### config.mk
export PLATFORM = sky130hd
export DESIGN_NAME = bit_popcount
export DESIGN_NICKNAME = d
export VERILOG_FILES = /design/src/rtl/prbs_stream_checker_popcount.sv
export SDC_FILE = /design/constraint.sdc
export NUM_CORES = 1
export LEC_CHECK = 0
export CAP_MARGIN = 30
export CELL_PAD_IN_SITES_DETAIL_PLACEMENT = 0
export CELL_PAD_IN_SITES_GLOBAL_PLACEMENT = 2
export CORE_ASPECT_RATIO = 1.1
export CORE_UTILIZATION = 26
export DETAILED_ROUTE_END_ITERATION = 7
export PLACE_DENSITY = 0.94
export SETUP_SLACK_MARGIN = 0.5
export SLEW_MARGIN = 20
export SYNTH_ARGS = -nofsm -noshare
export SYNTH_HDL_FRONTEND = slang
export SYNTH_SLANG_ARGS = --single-unit
### constraint.sdc
create_clock -name vclk -period 17.25
set_input_delay 2.5875 -clock vclk [all_inputs]
set_output_delay 2.5875 -clock vclk [all_outputs]
set_load 0.01 [all_outputs]
### src/rtl/prbs_stream_checker_popcount.sv
// Combinational population count used by the error-bit accumulator.
module bit_popcount #(
    parameter int WIDTH = 32,
    parameter int CNT_W = $clog2(WIDTH + 1)
) (
    input  logic [WIDTH-1:0] bits,
    output logic [CNT_W-1:0] count
);

    // Sum of all set bits in the input word.
    always_comb begin
        count = '0;
        for (int i = 0; i < WIDTH; i++) begin
            count = count + CNT_W'(bits[i]);
        end
    end

endmodule

==> results of run 1 <==
## how the worst min path moves through the flow
stage / from / slack, ns / to / cells past startpoint
2_1_floorplan: bits[2] / 5.33 / count[0] / 1
3_3_place_gp: bits[2] / 6.27 / count[0] / 3
3_5_place_dp: bits[2] / 6.30 / count[0] / 3
4_1_cts: bits[2] / 6.30 / count[0] / 3
5_1_grt: bits[2] / 6.33 / count[0] / 3
6_report: bits[2] / 6.29 / count[0] / 3
## per-stage QoR
step	util, %	hold WS (ns)
6_report	42.5	6.29
5_1_grt	42.5	6.33
4_1_cts	42.5	6.30
3_5_place_dp	42.5	6.30
3_3_place_gp	42.5	6.27
2_1_floorplan	-	5.33
## critical path: stages
cell	delay (ns)
clkdlybuf4s50_1	0.45
inv_1	0.05
fa_1	0.54
inv_1	0.05
fa_1	0.52
fa_1	0.44
fa_1	0.49
fa_1	0.52
inv_1	0.05
fa_1	0.42
inv_1	0.06
ha_1	0.16
inv_1	0.05
fa_1	0.38
nand2b_1	0.17
a21oi_2	0.13
xor2_1	0.15
clkdlybuf4s50_1	0.55
## final cells by class
| class | count | area [µm²] | share of cell area, % |
|---|---|---|---|
| repair buffers | 38 | 380 | 32.2 |
| multi-input cells | 43 | 646 | 54.7 |
| inverters | 30 | 113 | 9.54 |
| well taps | 33 | 41.3 | 3.50 |
## synthesized netlist by cell type
cell / count
inv_1: 30
fa_1: 24
ha_1: 7
a21oi_2: 2
nand2_1: 2
nor2_1: 2
xnor2_1: 2
a21o_1: 1
nand2b_1: 1
o21ai_0: 1
xor2_1: 1
## layout by cell type, fill, tap and decap left out, types with 2 or more instances in the layout
cell / count
a21oi_2: 2
clkdlybuf4s50_1: 38
fa_1: 24
ha_1: 7
inv_1: 30
nand2_1: 2
nor2_1: 2
xnor2_1: 2
## routing by layer
metal,up-vias,GRT usage (%)
met5,-,0
met4,0,0
met3,0,0.517
met2,20,15.2
met1,271,10.4
li1,276,-
## cell families after synthesis
logic type,Yosys count,synth area share (%)
adders and majority gates,31,74.9
buffers and inverters,30,14.9
and+or+nand+nor,5,2.81
AOI/OAI and AO/OA,4,3.96
xor gates and xnor gates,3,3.47
==> summary.txt, run 1 <==
Register Area -> 0 µm²
critical-path maximum fanout -> 2
post-synthesis cell area -> 758 µm²
Final min period -> 10.38 ns
layout cell share with drive strength beyond 1 -> 1.80%
Worst Setup SP -> bits[0]
GR Util All Layers -> 8.01%
Max Cap Violations -> 0
largest area contributor in the netlist -> fa_1
WL met3 -> 83 µm
Initial DRC Count -> 16
DR pass1 iterations -> 3
Vias per Instance -> 3.94
Worst-Margin Slew -> 0.183 ns
min setup slack post-route -> 6.87 ns
CORE AREA -> 2780 µm²
GP Congestion -> 0.644
Critical Path RT -> 14.66 ns
via count -> 567
vias in the first global route -> 558
RSZ-0062 raised after global routing -> false
top cells by area, synth -> fa_1, inv_1, ha_1
initial antenna violation count -> 0
die height -> 58.6 µm
wl on met1 -> 442 µm
largest net degree at the start of global routing -> 4
syn avg cell area -> 10.4 µm²
Yosys warning total -> 0
Fin. Hold Viols -> 0
io pins -> 38
# fillers -> 279
num sequential -> 0
post_cts resized -> 0
CP Launch Type -> input port
clock buffer count -> 0
Post-Syn Nets -> 136
status -> completed
HP Class -> input port to primary output
max_slew headroom -> 87.7%
Congestion Overflow GR -> 0
Initial Utilization -> 27.3%
global-route wire length before repair -> 1.99 mm
port buffer count -> 38
worst setup path endpoint -> count[4]
CP Capture Type -> primary output
Layout Nets -> 176
final instance area -> 1180 µm²
Routed WL -> 1.21 mm
met2 wire length -> 688 µm
placed cell areas -> 1180 µm²
fmax -> 96.3 MHz
Arrival @ worst endpoint -> 7.79 ns
Final Max Slew Viols -> 0
dpl hpwl -> 1.24 mm
# diodes -> 0
library cells used by synthesis -> 11
area grow syn2layout -> 55.6%
setup bufs post-CTS -> 0
share of Yosys cell area claimed by the top area cell type -> 63.4%
setup slack at placement -> 6.82 ns
# rows -> 20
remaining antenna violation count -> 0
# DRC -> 0
Die W -> 53.5 µm
DIE AREA -> 3140 µm²
Worst Path Class, Setup -> input port to primary output
fin cells -> 144
# setup viols final -> 0
setup TNS -> 0 ns
cts hold-fix bufs -> 0
synthesized instance count -> 73
Top Metal Used -> met3
register area share after synthesis -> 0%
dpl cells -> 144
final worst-path cycle share -> 60.2%
WL/cell -> 8.43 µm
Power of run 1 is left out: the tool's default activity adds up to more than one toggle a clock period on the data nets, which glitch-free logic cannot reach.
==> run 2: changes to the inputs <==
--- a/config.mk
+++ b/config.mk
@@ -9,9 +9,9 @@
 export CELL_PAD_IN_SITES_DETAIL_PLACEMENT = 0
 export CELL_PAD_IN_SITES_GLOBAL_PLACEMENT = 2
 export CORE_ASPECT_RATIO = 1.1
-export CORE_UTILIZATION = 26
+export CORE_UTILIZATION = 22
 export DETAILED_ROUTE_END_ITERATION = 7
-export PLACE_DENSITY = 0.94
+export PLACE_DENSITY = 0.85
 export SETUP_SLACK_MARGIN = 0.5
 export SLEW_MARGIN = 20
 export SYNTH_ARGS = -nofsm -noshare
==> constraint.sdc (replaced) <==
create_clock -name vclk -period 8.87
set_input_delay 1.3305 -clock vclk [all_inputs]
set_output_delay 1.3305 -clock vclk [all_outputs]
set_load 0.01 [all_outputs]
==> summary.txt, run 2 (synthesis gave the netlist of run 1 again) <==
status -> complete, but fails checks
failing checks -> design-rule violations
crit-path max cell delay -> 0.55 ns (about the same)
num sequential -> 0 (unchanged)
via count -> 575 (+1.4%)
hold depth -> 3 (unchanged)
layout cell share with drive strength beyond 1 -> 1.80% (unchanged)
dpl hpwl -> 1.30 mm (+5.1%)
io pins -> 38 (unchanged)
GR Util All Layers -> 7.06% (-0.95 points)
CORE AREA -> 3300 µm² (+19%)
Hold Path Origin -> bits[2]
Stages on worst setup path -> 18 (unchanged)
DIE AREA -> 3690 µm² (+17%)
most frequent cells in the layout -> clkdlybuf4s50_1, inv_1, fa_1
Hold EP -> count[0]
Final Max Slew Viols -> 0 (unchanged)
Initial DRC Count -> 4 (-12)
DR pass1 iterations -> 5 (+2)
final worst-path cycle share -> 88.7%
setup TNS -> 0 ns (unchanged)
Layout Nets -> 176 (unchanged)
min setup slack post-route -> 1.01 ns (-5.87 ns)
Register Area -> 0 µm² (unchanged)
remaining antenna violation count -> 0 (unchanged)
post_cts resized -> 0 (unchanged)
RSZ-0062 raised after global routing -> false
# DRC -> 4 (+4)
Worst-Margin Slew -> 0.148 ns (-0.0352 ns)
setup bufs post-CTS -> 0 (unchanged)
crit path buf inv count -> 7 (unchanged)
Max Cap Violations -> 0 (unchanged)
commonest non-fill, non-tap cell in the layout -> clkdlybuf4s50_1
GP Congestion -> 0.704 (+9.4%)
die height -> 63.6 µm (+8.4%)
max_slew headroom -> 90.0% (+2.4 points)
Fin. Hold Viols -> 0 (unchanged)
CP Launch Type -> input port
initial antenna violation count -> 0 (unchanged)
critical-path maximum fanout -> 2 (unchanged)
Worst Path Class, Setup -> input port to primary output
Util after Layout -> 35.8% (-6.6 points)
most frequent CP cell -> fa_1
# diodes -> 0 (unchanged)
Final min period -> 7.86 ns
port buffer count -> 38 (unchanged)
WL/cell -> 8.48 µm (+0.54%)
Arrival @ worst endpoint -> 6.53 ns (-1.26 ns)
Die W -> 58.0 µm (+8.4%)
CP max stage cell -> clkdlybuf4s50_1
CP cell instances -> clkdlybuf4s50_1, inv_1, fa_1, inv_1, fa_1, fa_1, fa_1, fa_1, inv_1, fa_1, inv_1, ha_1, inv_1, fa_1, nand2b_1, a21oi_2, xor2_1, clkdlybuf4s50_1
cts hold-fix bufs -> 0 (unchanged)
clock buffer count -> 0 (unchanged)
Vias per Instance -> 3.91 (-0.66%)
setup slack at placement -> 0.962 ns (-5.86 ns)
HP Class -> input port to primary output
CP Capture Type -> primary output
Routed WL -> 1.25 mm (+2.6%)
vias in the first global route -> 573 (+2.7%)
Top delay family on crit path -> adder cells
Critical Path RT -> 7.54 ns (-7.12 ns)
area grow syn2layout -> 56.1%
global-route wire length before repair -> 2.22 mm (+11%)
Congestion Overflow GR -> 0 (unchanged)
# setup viols final -> 0 (unchanged)
Initial Utilization -> 23.0% (-4.3 points)
fmax -> 127 MHz
# rows -> 22 (+10%)
largest net degree at the start of global routing -> 4 (unchanged)
run 2: cell counts in the layout (fill, tap and decap cells not counted):
No cell type changed its count.
run 2: worst max path at each step:
stage                     to     from  slack, ns
floorplan           count[4]  bits[0]       2.04
global placement    count[4]  bits[0]       0.99
detailed placement  count[4]  bits[0]       0.96
CTS                 count[4]  bits[0]       0.94
global route        count[4]  bits[0]       0.75
finish              count[4]  bits[0]       1.01
run 2: per-stage QoR:
step,hold WS [ns],cells,cell area (µm²)
3_5_place_dp,3.77,147,1180
5_1_grt,3.81,147,1180
4_1_cts,3.78,147,1180
6_report,3.78,147,1180
3_3_place_gp,3.77,147,1180
2_1_floorplan,2.81,73,758
run 2: layout make-up:
type	instances	area [µm²]
fillers	342	2120
inverters	30	113
multi-input cells	43	646
well taps	36	45.0
repair buffers	38	380
run 2: routing by layer:
| metal | up-vias | track usage, % | wire (µm) |
|---|---|---|---|
| met5 | - | 0 | 0 |
| met4 | 0 | 0 | 0 |
| met3 | 0 | 0.616 | 128 |
| met2 | 21 | 13.1 | 704 |
| met1 | 277 | 9.32 | 412 |
| li1 | 277 | - | - |
Power of run 2 is left out for the same reason.
==> run 3: changes to the inputs <==
--- a/config.mk
+++ b/config.mk
@@ -5,13 +5,14 @@
 export SDC_FILE = /design/constraint.sdc
 export NUM_CORES = 1
 export LEC_CHECK = 0
+export ABC_AREA = 1
 export CAP_MARGIN = 30
 export CELL_PAD_IN_SITES_DETAIL_PLACEMENT = 0
 export CELL_PAD_IN_SITES_GLOBAL_PLACEMENT = 2
 export CORE_ASPECT_RATIO = 1.1
 export CORE_UTILIZATION = 22
 export DETAILED_ROUTE_END_ITERATION = 7
-export PLACE_DENSITY = 0.85
+export PLACE_DENSITY = 0.86
 export SETUP_SLACK_MARGIN = 0.5
 export SLEW_MARGIN = 20
 export SYNTH_ARGS = -nofsm -noshare
==> summary.txt, run 3 <==
status -> completed
commonest non-fill, non-tap cell in the layout -> clkdlybuf4s50_1
Layout Nets -> 194 (+10%)
worst hold slack -> 3.78 ns (-0.00125 ns)
# setup viols final -> 0 (unchanged)
register area share after synthesis -> 0% (unchanged)
HP Class -> input port to primary output
max_slew headroom -> 85.9% (-4.2 points)
min setup slack post-route -> 1.10 ns (+0.0943 ns)
clock buffer count -> 0 (unchanged)
Util after Layout -> 36.6% (+0.79 points)
# diodes -> 0 (unchanged)
Final min period -> 7.77 ns (-0.0943 ns)
setup slack at placement -> 1.05 ns (+0.0847 ns)
CP cell instances -> clkdlybuf4s50_1, inv_1, fa_1, inv_1, fa_1, fa_1, fa_1, fa_1, inv_1, fa_1, inv_1, ha_1, inv_1, fa_1, inv_1, nand2_1, nand2_1, nand3_1, nand2_1, clkdlybuf4s50_1
final worst-path cycle share -> 87.6% (-1.1 points)
Initial DRC Count -> 2 (-2)
# rows -> 22 (unchanged)
syn avg cell area -> 8.90 µm² (-14%)
share of Yosys cell area claimed by the top area cell type -> 59.4% (-4.0 points)
Arrival @ worst endpoint -> 6.44 ns (-0.09 ns)
Post-Syn Nets -> 154 (+13%)
largest net degree at the start of global routing -> 7 (+3)
DIE AREA -> 3930 µm² (+6.5%)
# DRC -> 0 (-4)
crit-path max cell delay -> 0.56 ns (about the same)
via count -> 647 (+13%)
CORE AREA -> 3410 µm² (+3.3%)
synthesized instance count -> 91 (+25%)
dpl hpwl -> 1.44 mm (+11%)
Critical Path RT -> 7.54 ns (about the same)
Routed WL -> 1.45 mm (+16%)
Register Area -> 0 µm² (unchanged)
Top delay family on crit path -> adder cells
Final Max Slew Viols -> 0 (unchanged)
RSZ-0062 raised after global routing -> false
GP Congestion -> 0.697 (-0.95%)
Worst Path Class, Setup -> input port to primary output
crit path buf inv count -> 8 (+1)
area grow syn2layout -> 54.4%
Congestion Overflow GR -> 0 (unchanged)
Max Cap Violations -> 0 (unchanged)
Yosys warning total -> 0 (unchanged)
# fillers -> 358 (+4.7%)
port buffer count -> 38 (unchanged)
GR Util All Layers -> 8.68% (+1.6 points)
global-route wire length before repair -> 2.78 mm (+25%)
Initial Utilization -> 23.7% (+0.76 points)
CP Launch Type -> input port
largest area contributor in the netlist -> fa_1
Fin. Hold Viols -> 0 (unchanged)
post_cts resized -> 0 (unchanged)
library cells used by synthesis -> 9 (-2)
DR pass1 iterations -> 3 (-2)
most numerous cell in the Yosys netlist -> inv_1
setup bufs post-CTS -> 0 (unchanged)
initial antenna violation count -> 0 (unchanged)
critical-path maximum fanout -> 3 (+1)
WL/cell -> 8.19 µm (-3.4%)
num sequential -> 0 (unchanged)
top cells by area, synth -> fa_1, inv_1, ha_1
io pins -> 38 (unchanged)
cts hold-fix bufs -> 0 (unchanged)
post-synthesis cell area -> 810 µm² (+6.8%)
most frequent CP cell -> fa_1
CP max stage cell -> fa_1
top post-synthesis cells by count -> inv_1, fa_1, nand2_1, ha_1, nand3_1
Worst-Margin Slew -> 0.212 ns (+0.0638 ns)
fmax -> 129 MHz (+1.2%)
CP Capture Type -> primary output
layout cell share with drive strength beyond 1 -> 0.775% (-1.0 points)
setup TNS -> 0 ns (unchanged)
Die W -> 59.8 µm (+3.2%)
Vias per Instance -> 3.66 (-6.5%)
most frequent cells in the layout -> clkdlybuf4s50_1, inv_1, fa_1
vias in the first global route -> 755 (+32%)
die height -> 65.6 µm (+3.2%)
remaining antenna violation count -> 0 (unchanged)
==> run 3: cell types whose count changed in the layout (fill, tap and decap cells not counted), moves of 2 or more <==
cell     change
a21oi_1      +2
a21oi_2      -2
inv_1        +6
nand3_1      +7
nand2_1      +9
==> run 3: worst paths after layout <==
| path | from | end | slack (ns) | cells after the start |
|---|---|---|---|---|
| min | bits[2] | count[0] | 3.78 | 3 |
| max | bits[0] | count[4] | 1.10 | 20 |
==> run 3: per-layer routing <==
metal	vias to the layer above	GRT usage, %	part of all wire, %
met5	-	0	0
met4	0	0	0
met3	0	0.394	5.2
met2	14	18.5	54
met1	305	9.51	40
li1	328	-	-
==> run 3: layout make-up <==
| type | count | area, µm² | area share (%) |
|---|---|---|---|
| timing repair buffer | 38 | 380 | 30.4 |
| inverter | 37 | 139 | 11.1 |
| tap | 48 | 60.1 | 4.80 |
| multi-input combinational | 54 | 671 | 53.7 |
==> run 3: through the flow <==
stage / std cells / area (µm²)
floorplan: 91 / 810
global placement: 177 / 1250
detailed placement: 177 / 1250
CTS: 177 / 1250
global route: 177 / 1250
finish: 177 / 1250
==> run 3: logic make-up (layout without fill, tap and decap cells) <==
| group | Yosys count | in the layout | share of synthesized area (%) |
|---|---|---|---|
| compound gates | 2 | 2 | 1.24 |
| buf+inv | 37 | 75 | 17.2 |
| fa+ha+maj | 31 | 31 | 70.2 |
| simple gates | 20 | 20 | 10.4 |
| xor+xnor | 1 | 1 | 1.08 |
==> run 3: worst min-delay path: stages <==
cell and delay, ns:
clkdlybuf4s50_1 0.46, ha_1 0.12, clkdlybuf4s50_1 0.53
Power of run 3 is left out for the same reason.
